File: src/rtl/uart_pkg.sv
// Shared definitions for the UART transmitter: parity codes, FSM states, divisor floor.
// Latency: n/a (types, constants and a helper function only).
// Backpressure: n/a.
package uart_pkg;

    localparam logic [1:0] PAR_NONE = 2'b00;
    localparam logic [1:0] PAR_EVEN = 2'b01;
    localparam logic [1:0] PAR_ODD  = 2'b10;

    localparam int MIN_CLKS_PER_BIT_DEF = 4;

    typedef enum logic [2:0] {
        ST_IDLE,
        ST_START,
        ST_DATA,
        ST_PARITY,
        ST_STOP,
        ST_CLEANUP
    } tx_state_t;

    // Legal character widths are 5..9; anything else falls back to 8.
    function automatic logic [3:0] clamp_data_bits(input logic [3:0] bits);
        return ((bits >= 4'd5) && (bits <= 4'd9)) ? bits : 4'd8;
    endfunction

endpackage

File: src/rtl/uart_tx_fifo.sv
// Generic circular buffer with first-word-fall-through read data and occupancy count.
// Latency: a write is visible on o_Rd_Dat / o_Empty one cycle after the write edge.
// Backpressure: writes while full and reads while empty are ignored; full is judged before a same-cycle read.
module uart_tx_fifo #(
    parameter int DEPTH = 16,
    parameter int WIDTH = 9
) (
    input  logic                     i_Clock,
    input  logic                     i_Reset_n,
    input  logic                     i_Wr_En,
    input  logic [WIDTH-1:0]         i_Wr_Dat,
    input  logic                     i_Rd_En,
    output logic [WIDTH-1:0]         o_Rd_Dat,
    output logic                     o_Full,
    output logic                     o_Empty,
    output logic [$clog2(DEPTH):0]   o_Level
);

    localparam int AW = $clog2(DEPTH);
    localparam logic [AW:0] LVL_FULL = (AW+1)'(DEPTH);

    logic [WIDTH-1:0] r_mem [DEPTH];
    logic [AW-1:0]    r_wr_ptr;
    logic [AW-1:0]    r_rd_ptr;
    logic [AW:0]      r_level;
    logic             w_wr;
    logic             w_rd;

    assign o_Full   = (r_level == LVL_FULL);
    assign o_Empty  = (r_level == '0);
    assign o_Level  = r_level;
    assign o_Rd_Dat = r_mem[r_rd_ptr];
    assign w_wr     = i_Wr_En && !o_Full;
    assign w_rd     = i_Rd_En && !o_Empty;

    // Storage array; contents need no reset since the level gates every read.
    always_ff @(posedge i_Clock) begin
        if (w_wr) begin
            r_mem[r_wr_ptr] <= i_Wr_Dat;
        end
    end

    // Pointers wrap naturally at the power-of-two depth; level tracks push/pop balance.
    always_ff @(posedge i_Clock) begin
        if (!i_Reset_n) begin
            r_wr_ptr <= '0;
            r_rd_ptr <= '0;
            r_level  <= '0;
        end else begin
            if (w_wr) begin
                r_wr_ptr <= r_wr_ptr + 1'b1;
            end
            if (w_rd) begin
                r_rd_ptr <= r_rd_ptr + 1'b1;
            end
            case ({w_wr, w_rd})
                2'b10:   r_level <= r_level + 1'b1;
                2'b01:   r_level <= r_level - 1'b1;
                default: r_level <= r_level;
            endcase
        end
    end

endmodule

File: src/rtl/uart_tx_param.sv
// UART transmitter with TX FIFO, runtime 5-9 data bits, parity, 1/2 stop bits and baud divisor.
// Latency: character written at edge N drives the start bit from edge N+2; frames run back-to-back.
// Backpressure: o_Tx_Ready low when FIFO full; writes while full are dropped and set sticky o_Overflow.
module uart_tx_param
    import uart_pkg::*;
#(
    parameter int CLK_FREQ_HZ      = 50_000_000,
    parameter int FIFO_DEPTH       = 16,
    parameter int MIN_CLKS_PER_BIT = MIN_CLKS_PER_BIT_DEF
) (
    input  logic                          i_Clock,
    input  logic                          i_Reset_n,
    input  logic [31:0]                   i_BAUD,
    input  logic [3:0]                    i_Data_Bits,
    input  logic [1:0]                    i_Parity,
    input  logic                          i_Stop_Bits,
    input  logic                          i_Tx_DV,
    input  logic [8:0]                    i_Tx_Byte,
    output logic                          o_Tx_Ready,
    output logic [$clog2(FIFO_DEPTH):0]   o_Fifo_Level,
    output logic                          o_Overflow,
    output logic                          o_Tx_Serial,
    output logic                          o_Tx_Active,
    output logic                          o_Tx_Enable,
    output logic                          o_Tx_Done
);

    localparam logic [31:0] MIN_DIV = 32'(MIN_CLKS_PER_BIT);

    logic        w_fifo_full;
    logic        w_fifo_empty;
    logic [8:0]  w_fifo_head;
    logic        w_pop;

    logic [31:0] w_den;
    logic [31:0] w_quot;
    logic [31:0] w_div_calc;
    logic [31:0] r_div;

    logic [3:0]  w_nbits_in;
    logic [9:0]  w_mask_wide;
    logic [8:0]  w_char_in;

    tx_state_t   r_state;
    tx_state_t   w_next_state;
    logic [31:0] r_cnt;
    logic [31:0] r_fdiv;
    logic [3:0]  r_bit_idx;
    logic        r_stop_idx;
    logic [8:0]  r_data;
    logic        r_par_bit;
    logic [3:0]  r_nbits;
    logic [1:0]  r_parity;
    logic        r_two_stop;
    logic        w_par_en;
    logic        w_bit_end;
    logic        w_stop_end;
    logic        w_line;

    logic        r_overflow;
    logic        r_tx_serial;
    logic        r_tx_active;
    logic        r_stop_end_d;
    logic        r_tx_done;

    uart_tx_fifo #(
        .DEPTH (FIFO_DEPTH),
        .WIDTH (9)
    ) u_fifo (
        .i_Clock   (i_Clock),
        .i_Reset_n (i_Reset_n),
        .i_Wr_En   (i_Tx_DV),
        .i_Wr_Dat  (i_Tx_Byte),
        .i_Rd_En   (w_pop),
        .o_Rd_Dat  (w_fifo_head),
        .o_Full    (w_fifo_full),
        .o_Empty   (w_fifo_empty),
        .o_Level   (o_Fifo_Level)
    );

    // Divisor: guard the zero case before dividing, then floor the result.
    assign w_den      = (i_BAUD == 32'd0) ? 32'd1 : i_BAUD;
    assign w_quot     = 32'(CLK_FREQ_HZ) / w_den;
    assign w_div_calc = ((i_BAUD == 32'd0) || (w_quot < MIN_DIV)) ? MIN_DIV : w_quot;

    // Character framing: mask off bits above the selected width before storing it.
    assign w_nbits_in  = clamp_data_bits(i_Data_Bits);
    assign w_mask_wide = (10'd1 << w_nbits_in) - 10'd1;
    assign w_char_in   = w_fifo_head & w_mask_wide[8:0];
    assign w_par_en    = (r_parity == PAR_EVEN) || (r_parity == PAR_ODD);

    // Baud divisor register, refreshed every cycle from the live baud input.
    always_ff @(posedge i_Clock) begin
        if (!i_Reset_n) begin
            r_div <= MIN_DIV;
        end else begin
            r_div <= w_div_calc;
        end
    end

    // Sticky overflow: a write strobe that finds the FIFO full.
    always_ff @(posedge i_Clock) begin
        if (!i_Reset_n) begin
            r_overflow <= 1'b0;
        end else if (i_Tx_DV && w_fifo_full) begin
            r_overflow <= 1'b1;
        end
    end

    // Next-state, pop request and line level for the current bit.
    always_comb begin
        w_next_state = r_state;
        w_pop        = 1'b0;
        w_line       = 1'b1;
        w_stop_end   = 1'b0;
        w_bit_end    = (r_cnt == (r_fdiv - 32'd1));
        case (r_state)
            ST_IDLE: begin
                if (!w_fifo_empty) begin
                    w_pop        = 1'b1;
                    w_next_state = ST_START;
                end
            end
            ST_START: begin
                w_line = 1'b0;
                if (w_bit_end) begin
                    w_next_state = ST_DATA;
                end
            end
            ST_DATA: begin
                w_line = r_data[r_bit_idx];
                if (w_bit_end && (r_bit_idx == (r_nbits - 4'd1))) begin
                    w_next_state = w_par_en ? ST_PARITY : ST_STOP;
                end
            end
            ST_PARITY: begin
                w_line = r_par_bit;
                if (w_bit_end) begin
                    w_next_state = ST_STOP;
                end
            end
            ST_STOP: begin
                if (w_bit_end && (r_stop_idx == r_two_stop)) begin
                    w_stop_end = 1'b1;
                    if (!w_fifo_empty) begin
                        w_pop        = 1'b1;
                        w_next_state = ST_START;
                    end else begin
                        w_next_state = ST_CLEANUP;
                    end
                end
            end
            ST_CLEANUP: begin
                w_next_state = ST_IDLE;
            end
            default: begin
                w_next_state = ST_IDLE;
            end
        endcase
    end

    // State register plus bit timing; frame config is captured whenever a character is popped.
    always_ff @(posedge i_Clock) begin
        if (!i_Reset_n) begin
            r_state    <= ST_IDLE;
            r_cnt      <= '0;
            r_fdiv     <= MIN_DIV;
            r_bit_idx  <= '0;
            r_stop_idx <= 1'b0;
            r_data     <= '0;
            r_par_bit  <= 1'b0;
            r_nbits    <= 4'd8;
            r_parity   <= PAR_NONE;
            r_two_stop <= 1'b0;
        end else begin
            r_state <= w_next_state;
            if (w_pop) begin
                r_cnt      <= '0;
                r_fdiv     <= r_div;
                r_bit_idx  <= '0;
                r_stop_idx <= 1'b0;
                r_data     <= w_char_in;
                r_par_bit  <= (^w_char_in) ^ (i_Parity == PAR_ODD);
                r_nbits    <= w_nbits_in;
                r_parity   <= i_Parity;
                r_two_stop <= i_Stop_Bits;
            end else if (r_state != ST_IDLE && r_state != ST_CLEANUP) begin
                if (w_bit_end) begin
                    r_cnt <= '0;
                    if (r_state == ST_DATA) begin
                        r_bit_idx <= r_bit_idx + 4'd1;
                    end
                    if (r_state == ST_STOP) begin
                        r_stop_idx <= ~r_stop_idx;
                    end
                end else begin
                    r_cnt <= r_cnt + 32'd1;
                end
            end
        end
    end

    // Registered pin outputs; done trails the stop-bit end so it lands as the line stop bit finishes.
    always_ff @(posedge i_Clock) begin
        if (!i_Reset_n) begin
            r_tx_serial  <= 1'b1;
            r_tx_active  <= 1'b0;
            r_stop_end_d <= 1'b0;
            r_tx_done    <= 1'b0;
        end else begin
            r_tx_serial  <= w_line;
            r_tx_active  <= (r_state != ST_IDLE) && (r_state != ST_CLEANUP);
            r_stop_end_d <= w_stop_end;
            r_tx_done    <= r_stop_end_d;
        end
    end

    assign o_Tx_Ready  = !w_fifo_full;
    assign o_Overflow  = r_overflow;
    assign o_Tx_Serial = r_tx_serial;
    assign o_Tx_Active = r_tx_active;
    assign o_Tx_Enable = r_tx_active;
    assign o_Tx_Done   = r_tx_done;

endmodule

File: config.mk
export PLATFORM = sky130hd
export DESIGN_NAME = uart_tx_param
export DESIGN_NICKNAME = d
export VERILOG_FILES = /design/src/rtl/uart_pkg.sv /design/src/rtl/uart_tx_fifo.sv /design/src/rtl/uart_tx_param.sv
export SDC_FILE = /design/constraint.sdc
export NUM_CORES = 1
export LEC_CHECK = 0
export ABC_AREA = 1
export BUFFER_PORTS_ARGS = -buffer_cell sky130_fd_sc_hd__buf_4
export CORE_MARGIN = 10
export CORE_UTILIZATION = 60
export DETAILED_ROUTE_END_ITERATION = 8
export PLACE_DENSITY = 0.84
export SYNTH_ARGS = -nofsm -noshare
export SYNTH_HDL_FRONTEND = slang
export SYNTH_SLANG_ARGS = --single-unit
File: constraint.sdc
create_clock -name i_Clock -period 62.1 [get_ports i_Clock]
set_input_delay 6.21 -clock i_Clock [delete_from_list [all_inputs] [get_ports i_Clock]]
set_output_delay 6.21 -clock i_Clock [all_outputs]
set_load 0.03 [all_outputs]
==> impl_metrics.csv, run 1 <==
group,metric,value,unit
run_status,outcome,"did not finish",
run_status,failing_step,"global routing (5_1_grt)",
run_status,stop_error,"[ERROR GRT-0232] Routing congestion too high. Check the congestion heatmap in the GUI.",
floorplanning,row_count,95,
clock_network,postCtsHoldBufs,0,
clock_network,clockBufferDepth,3,
yosys,synth_cells,6299,
placement,portBuffers,61,
yosys,synth_area,41200,sq um
sta,grt_worst_setup_endpoint,"r_div[0]$_SDFF_PP0_/D",
clock_network,cts_made_buffers,29,
placement,hpwl,105000,um
yosys,syn_area_per_cell,6.54,sq um
global_routing,grt_usage,78.7,%
floorplanning,initial_utilization,60.9,%
yosys,ys_async_sr_fraction,0,%
yosys,synth_edf_count,144,
yosys,yosysSeqAreaShare,17.5,%
clock_network,clock_sinks,287,
clock_network,cts_root_buffer,"clkbuf_16",
floorplanning,die_h,282,um
yosys,ys_warn_count,0,
floorplanning,pin_count,62,
sta,worst-ep-kind,"register input",
yosys,synth_ff_type,"edfxtp_1",
clock_network,htreeDepth,1,
global_routing,grt_overflow,331,
placement,placed_area,49700,sq um
global_routing,grt_max_degree,74,
floorplanning,fp.dieW,282,um
placement,gp_congestion,0.989,
yosys,synth_cell_type_count,86,
yosys,synth_seq_cells,287,
==> cells by family after synthesis <==
kind of cell             after synthesis  synth area share (%)
XOR/XNOR                             449                  9.55
AO/OA/AOI/OAI                       1371                  19.4
flip-flops                           287                  17.5
multiplexers                           3                0.0729
buffers and inverters                908                  8.94
other                                  2                0.0182
AND/OR/NAND/NOR                     2769                  29.0
adder cells (fa/ha/maj)              510                  15.5
==> what timing repair did <==
action,4_1_cts
setup buffers,48
cloned,5
endpoints found under the setup margin,31
resized for setup,121
pin swaps,48
==> cells in the mapped netlist, drive strengths merged, types with 22 or more instances <==
master	number	share of area, %
o221ai	24	0.51
or2	71	1.1
inv	758	6.9
nand3	325	4.3
a31oi	23	0.43
nor3	79	1.0
a21o	22	0.40
xor2	264	5.6
a211oi	27	0.49
nand4	68	1.0
clkbuf	61	0.60
nor4	28	0.44
dfxtp	143	7.0
o21ai	484	6.4
a21oi	610	7.7
xnor2	185	3.9
nand2	1500	14
o211ai	23	0.42
a21boi	22	0.43
ha	509	15
edfxtp	144	11
buf	80	1.3
nor2	655	6.3
o21bai	43	0.85
==> metrics by stage <==
step | instances | hold slack [ps] | setup TNS (ps) | util (%) | setup WS (ps)
after detailed placement | 8033 | 404 | -42010 | 73.5 | -3080
after CTS | 8138 | 417 | -288 | 76.3 | -288
after floorplan | 6301 | 390 | 0 | - | 2.56
after global placement | 8033 | 395 | -417 | 73.5 | -417
==> layer usage <==
layer / track usage [%] / GRT overflow
met5: 54.6 / 2
met4: 76.8 / 100
met3: 75.0 / 29
met2: 88.1 / 185
met1: 75.9 / 15
==> run 2: changes to the inputs <==
--- a/config.mk
+++ b/config.mk
@@ -8,9 +8,9 @@
 export ABC_AREA = 1
 export BUFFER_PORTS_ARGS = -buffer_cell sky130_fd_sc_hd__buf_4
 export CORE_MARGIN = 10
-export CORE_UTILIZATION = 60
+export CORE_UTILIZATION = 40
 export DETAILED_ROUTE_END_ITERATION = 8
-export PLACE_DENSITY = 0.84
+export PLACE_DENSITY_LB_ADDON = 0.15
 export SYNTH_ARGS = -nofsm -noshare
 export SYNTH_HDL_FRONTEND = slang
 export SYNTH_SLANG_ARGS = --single-unit
==> constraint.sdc (replaced) <==
create_clock -name i_Clock -period 80.7 [get_ports i_Clock]
set_input_delay 8.07 -clock i_Clock [delete_from_list [all_inputs] [get_ports i_Clock]]
set_output_delay 8.07 -clock i_Clock [all_outputs]
set_load 0.03 [all_outputs]
==> run 2 against run 1 <==
Net effect:
- the flow now finishes without violations
- synthesized cell count unchanged
- synthesized area unchanged
==> impl_metrics.csv, run 2 <==
group,metric,value,unit
clock_network,insertion_delay,540,ps
yosys,synth_most_common_cell,"nand2_1",
layout,top_register,"u_fifo.r_mem",
clock_network,clock_sinks,287,
setup_path,crit_required,81120,ps
setup_path,path_class,"input pin to flip-flop",
detailed_routing,first_pass_iters,6,
setup_path,endpoint_kind,"flip-flop",
yosys,synth_ff_type,"edfxtp_1",
yosys,synth_area_leader_cell,"ha_1",
setup_path,arrival,73660,ps
sta,fmax,0.0137,GHz
detailed_routing,post_drt_via_cell_ratio,5.33,
sta,finalHoldViolCount,0,
global_routing,grt_usage,21.5,%
setup_path,cp_common_cell,"nand2_1",
yosys,yosysTopAreaCellShare,15.5,%
pwr,peakVddDrop,0.0233,mV
run,max_cap_violations,0,
clock_network,cts_root_buffer,"clkbuf_16",
setup_path,crit_buf_inv,57,
detailed_routing,first_iter_violations,2924,
global_routing,grt_pass1_vias,38700,
sta,worst_pin_slew,1080,ps
layout,final_cell_mix,"nand2_1 (1442), inv_1 (700), nor2_1 (626)",
run_status,outcome,"finished clean",
yosys,syn_area_per_cell,6.54,sq um
pwr,power,0.597,mW
yosys,synth_seq_cells,287,
clock_network,cts_tree,"done",
floorplanning,pin_count,62,
setup_path,critPathMaxFanout,37,
placement,gp_congestion,0.920,
yosys,ys_async_sr_fraction,0,%
floorplanning,die_h,341,um
yosys,yosysSeqAreaShare,17.5,%
layout,diodes,0,
setup_path,max_stage_delay,480,ps
layout,n_fill_cell,10800,
yosys,ys_warn_count,0,
placement,portBuffers,61,
layout,final_nets,6926,
floorplanning,core-area,102000,sq um
placement,hpwl,101000,um
detailed_routing,via_count,41400,
detailed_routing,routedWlPerCell,17.0,um
sta,slew_headroom,28.2,%
floorplanning,initial_utilization,40.3,%
layout,largest_reg_flops,144,
global_routing,grt_max_degree,73,
sta,finalCritPeriodShare,90.8,%
sta,clock_skew,16.5,ps
sta,fin_crit,73240,ps
layout,syn_to_final_growth,9.03,%
global_routing,grt_pass1_wl,207000,um
clock_network,htreeDepth,2,
pwr,power_density,13.3,nW/um^2
detailed_routing,ant_nets,0,
clock_network,clk_pin_slew_worst_paths,70,ps
layout,drive_gt1_share,9.31,%
clock_network,postCtsHoldBufs,0,
sta,whs,436,ps
sta,finalSetupViolations,0,
yosys,synth_area_leaders,"ha_1 (15%), nand2_1 (13%), edfxtp_1 (11%)",
floorplanning,dieArea,116000,sq um
setup_path,cpLargestDelayFamily,"compound AO/OA/AOI/OAI gates",
layout,mostFrequentLayoutCell,"nand2_1",
setup_path,cp_slowest_cell,"o31ai_4",
hold_path,min_path_type,"flip-flop to flip-flop",
global_routing,antenna_found_initial,1,
floorplanning,fp.dieW,341,um
yosys,synth_cell_type_count,86,
detailed_routing,routed_wl,132000,um
detailed_routing,drc,0,
yosys,synth_cells,6299,
yosys,synth.top_cells.by_count,"nand2_1 (1447), inv_1 (710), nor2_1 (631)",
yosys,synth_area,41200,sq um
yosys,synth_edf_count,144,
pwr,cellLeakagePower,22.0,nW
global_routing,grt_overflow,0,
setup_path,worstSetupStartpointType,"input pin",
clock_network,clockBufferDepth,3,
sta,drv_slew,0,
clock_network,cts_made_buffers,34,
floorplanning,row_count,117,
==> run 2: cell counts after synthesis <==
Identical to the previous run, type by type.
==> run 2: layout make-up <==
type	count	area (sq um)	area share, %
multi-input combinational	5109	30600	68.1
sequential	287	7190	16.0
inverter	764	2980	6.63
tap	1368	1710	3.81
timing repair buffer	164	1320	2.94
clock buffer	44	951	2.12
clock inverter	17	143	0.318
timing repair inverter	5	30.0	0.0669
==> run 2: final timing paths <==
| check | from | endpoint | slack [ps] | cells past startpoint |
|---|---|---|---|---|
| max | i_BAUD[25] | r_div[0] | 7460 | 455 |
| min | r_stop_end_d | o_Tx_Done | 440 | 2 |
| max reg2reg | r_fdiv[2] | u_fifo.o_Level[4] | 75030 | 34 |
| min reg2reg | r_stop_end_d | o_Tx_Done | 440 | 2 |
==> run 2: per-stage QoR <==
stage | instance area [sq um] | setup WS, ps | utilization [%] | setup TNS [ps] | cells
6_report | 44900 | 7460 | 44.0 | 0 | 7758
5_1_grt | 44900 | -50.3 | 44.0 | -50.3 | 7758
4_1_cts | 44000 | 315 | 43.2 | 0 | 7698
3_5_place_dp | 43000 | 3.84 | 42.1 | 0 | 7637
3_3_place_gp | 43000 | 2050 | 42.1 | 0 | 7637
2_1_floorplan | 41200 | 12790 | - | 0 | 6301
==> run 2: cell families (layout without fill, tap and decap cells) <==
| family | count (synthesis) | count (layout) | share of synthesized area [%] |
|---|---|---|---|
| xor gates and xnor gates | 449 | 449 | 9.55 |
| other | 2 | 4 | 0.0182 |
| AOI/OAI and AO/OA | 1371 | 1373 | 19.4 |
| buffers and inverters | 908 | 994 | 8.94 |
| muxes | 3 | 3 | 0.0729 |
| adders and majority gates | 510 | 510 | 15.5 |
| and+or+nand+nor | 2769 | 2770 | 29.0 |
| DFF | 287 | 287 | 17.5 |
==> run 2: routing by layer <==
metal,routed length [um],global-route usage (%),part of all wire [%]
met2,60300,36.3,46
met1,62400,29.5,47
met4,2830,4.82,2.1
met5,0,0,0
met3,6350,1.80,4.8
==> run 2: power by group <==
group	total, mW	switching [mW]	internal, mW
logic	0.259	0.167	0.0926
registers	0.187	0.0171	0.170
clock network	0.151	0.0633	0.0873
total	0.597	0.247	0.350
==> run 2: what timing repair did <==
item	4_1_cts	5_1_grt
setup buffers	0	52
gates resized for setup	0	116
setup endpoints to repair	0	31
==> run 2: tightest hold or removal path: cells and delay by family (launching register included) <==
kind / cells / cell delay, ps
simple gates: 1 / 50
flops: 1 / 300
buf+inv: 1 / 40
Note: power is estimated with default switching activity, not from simulation.
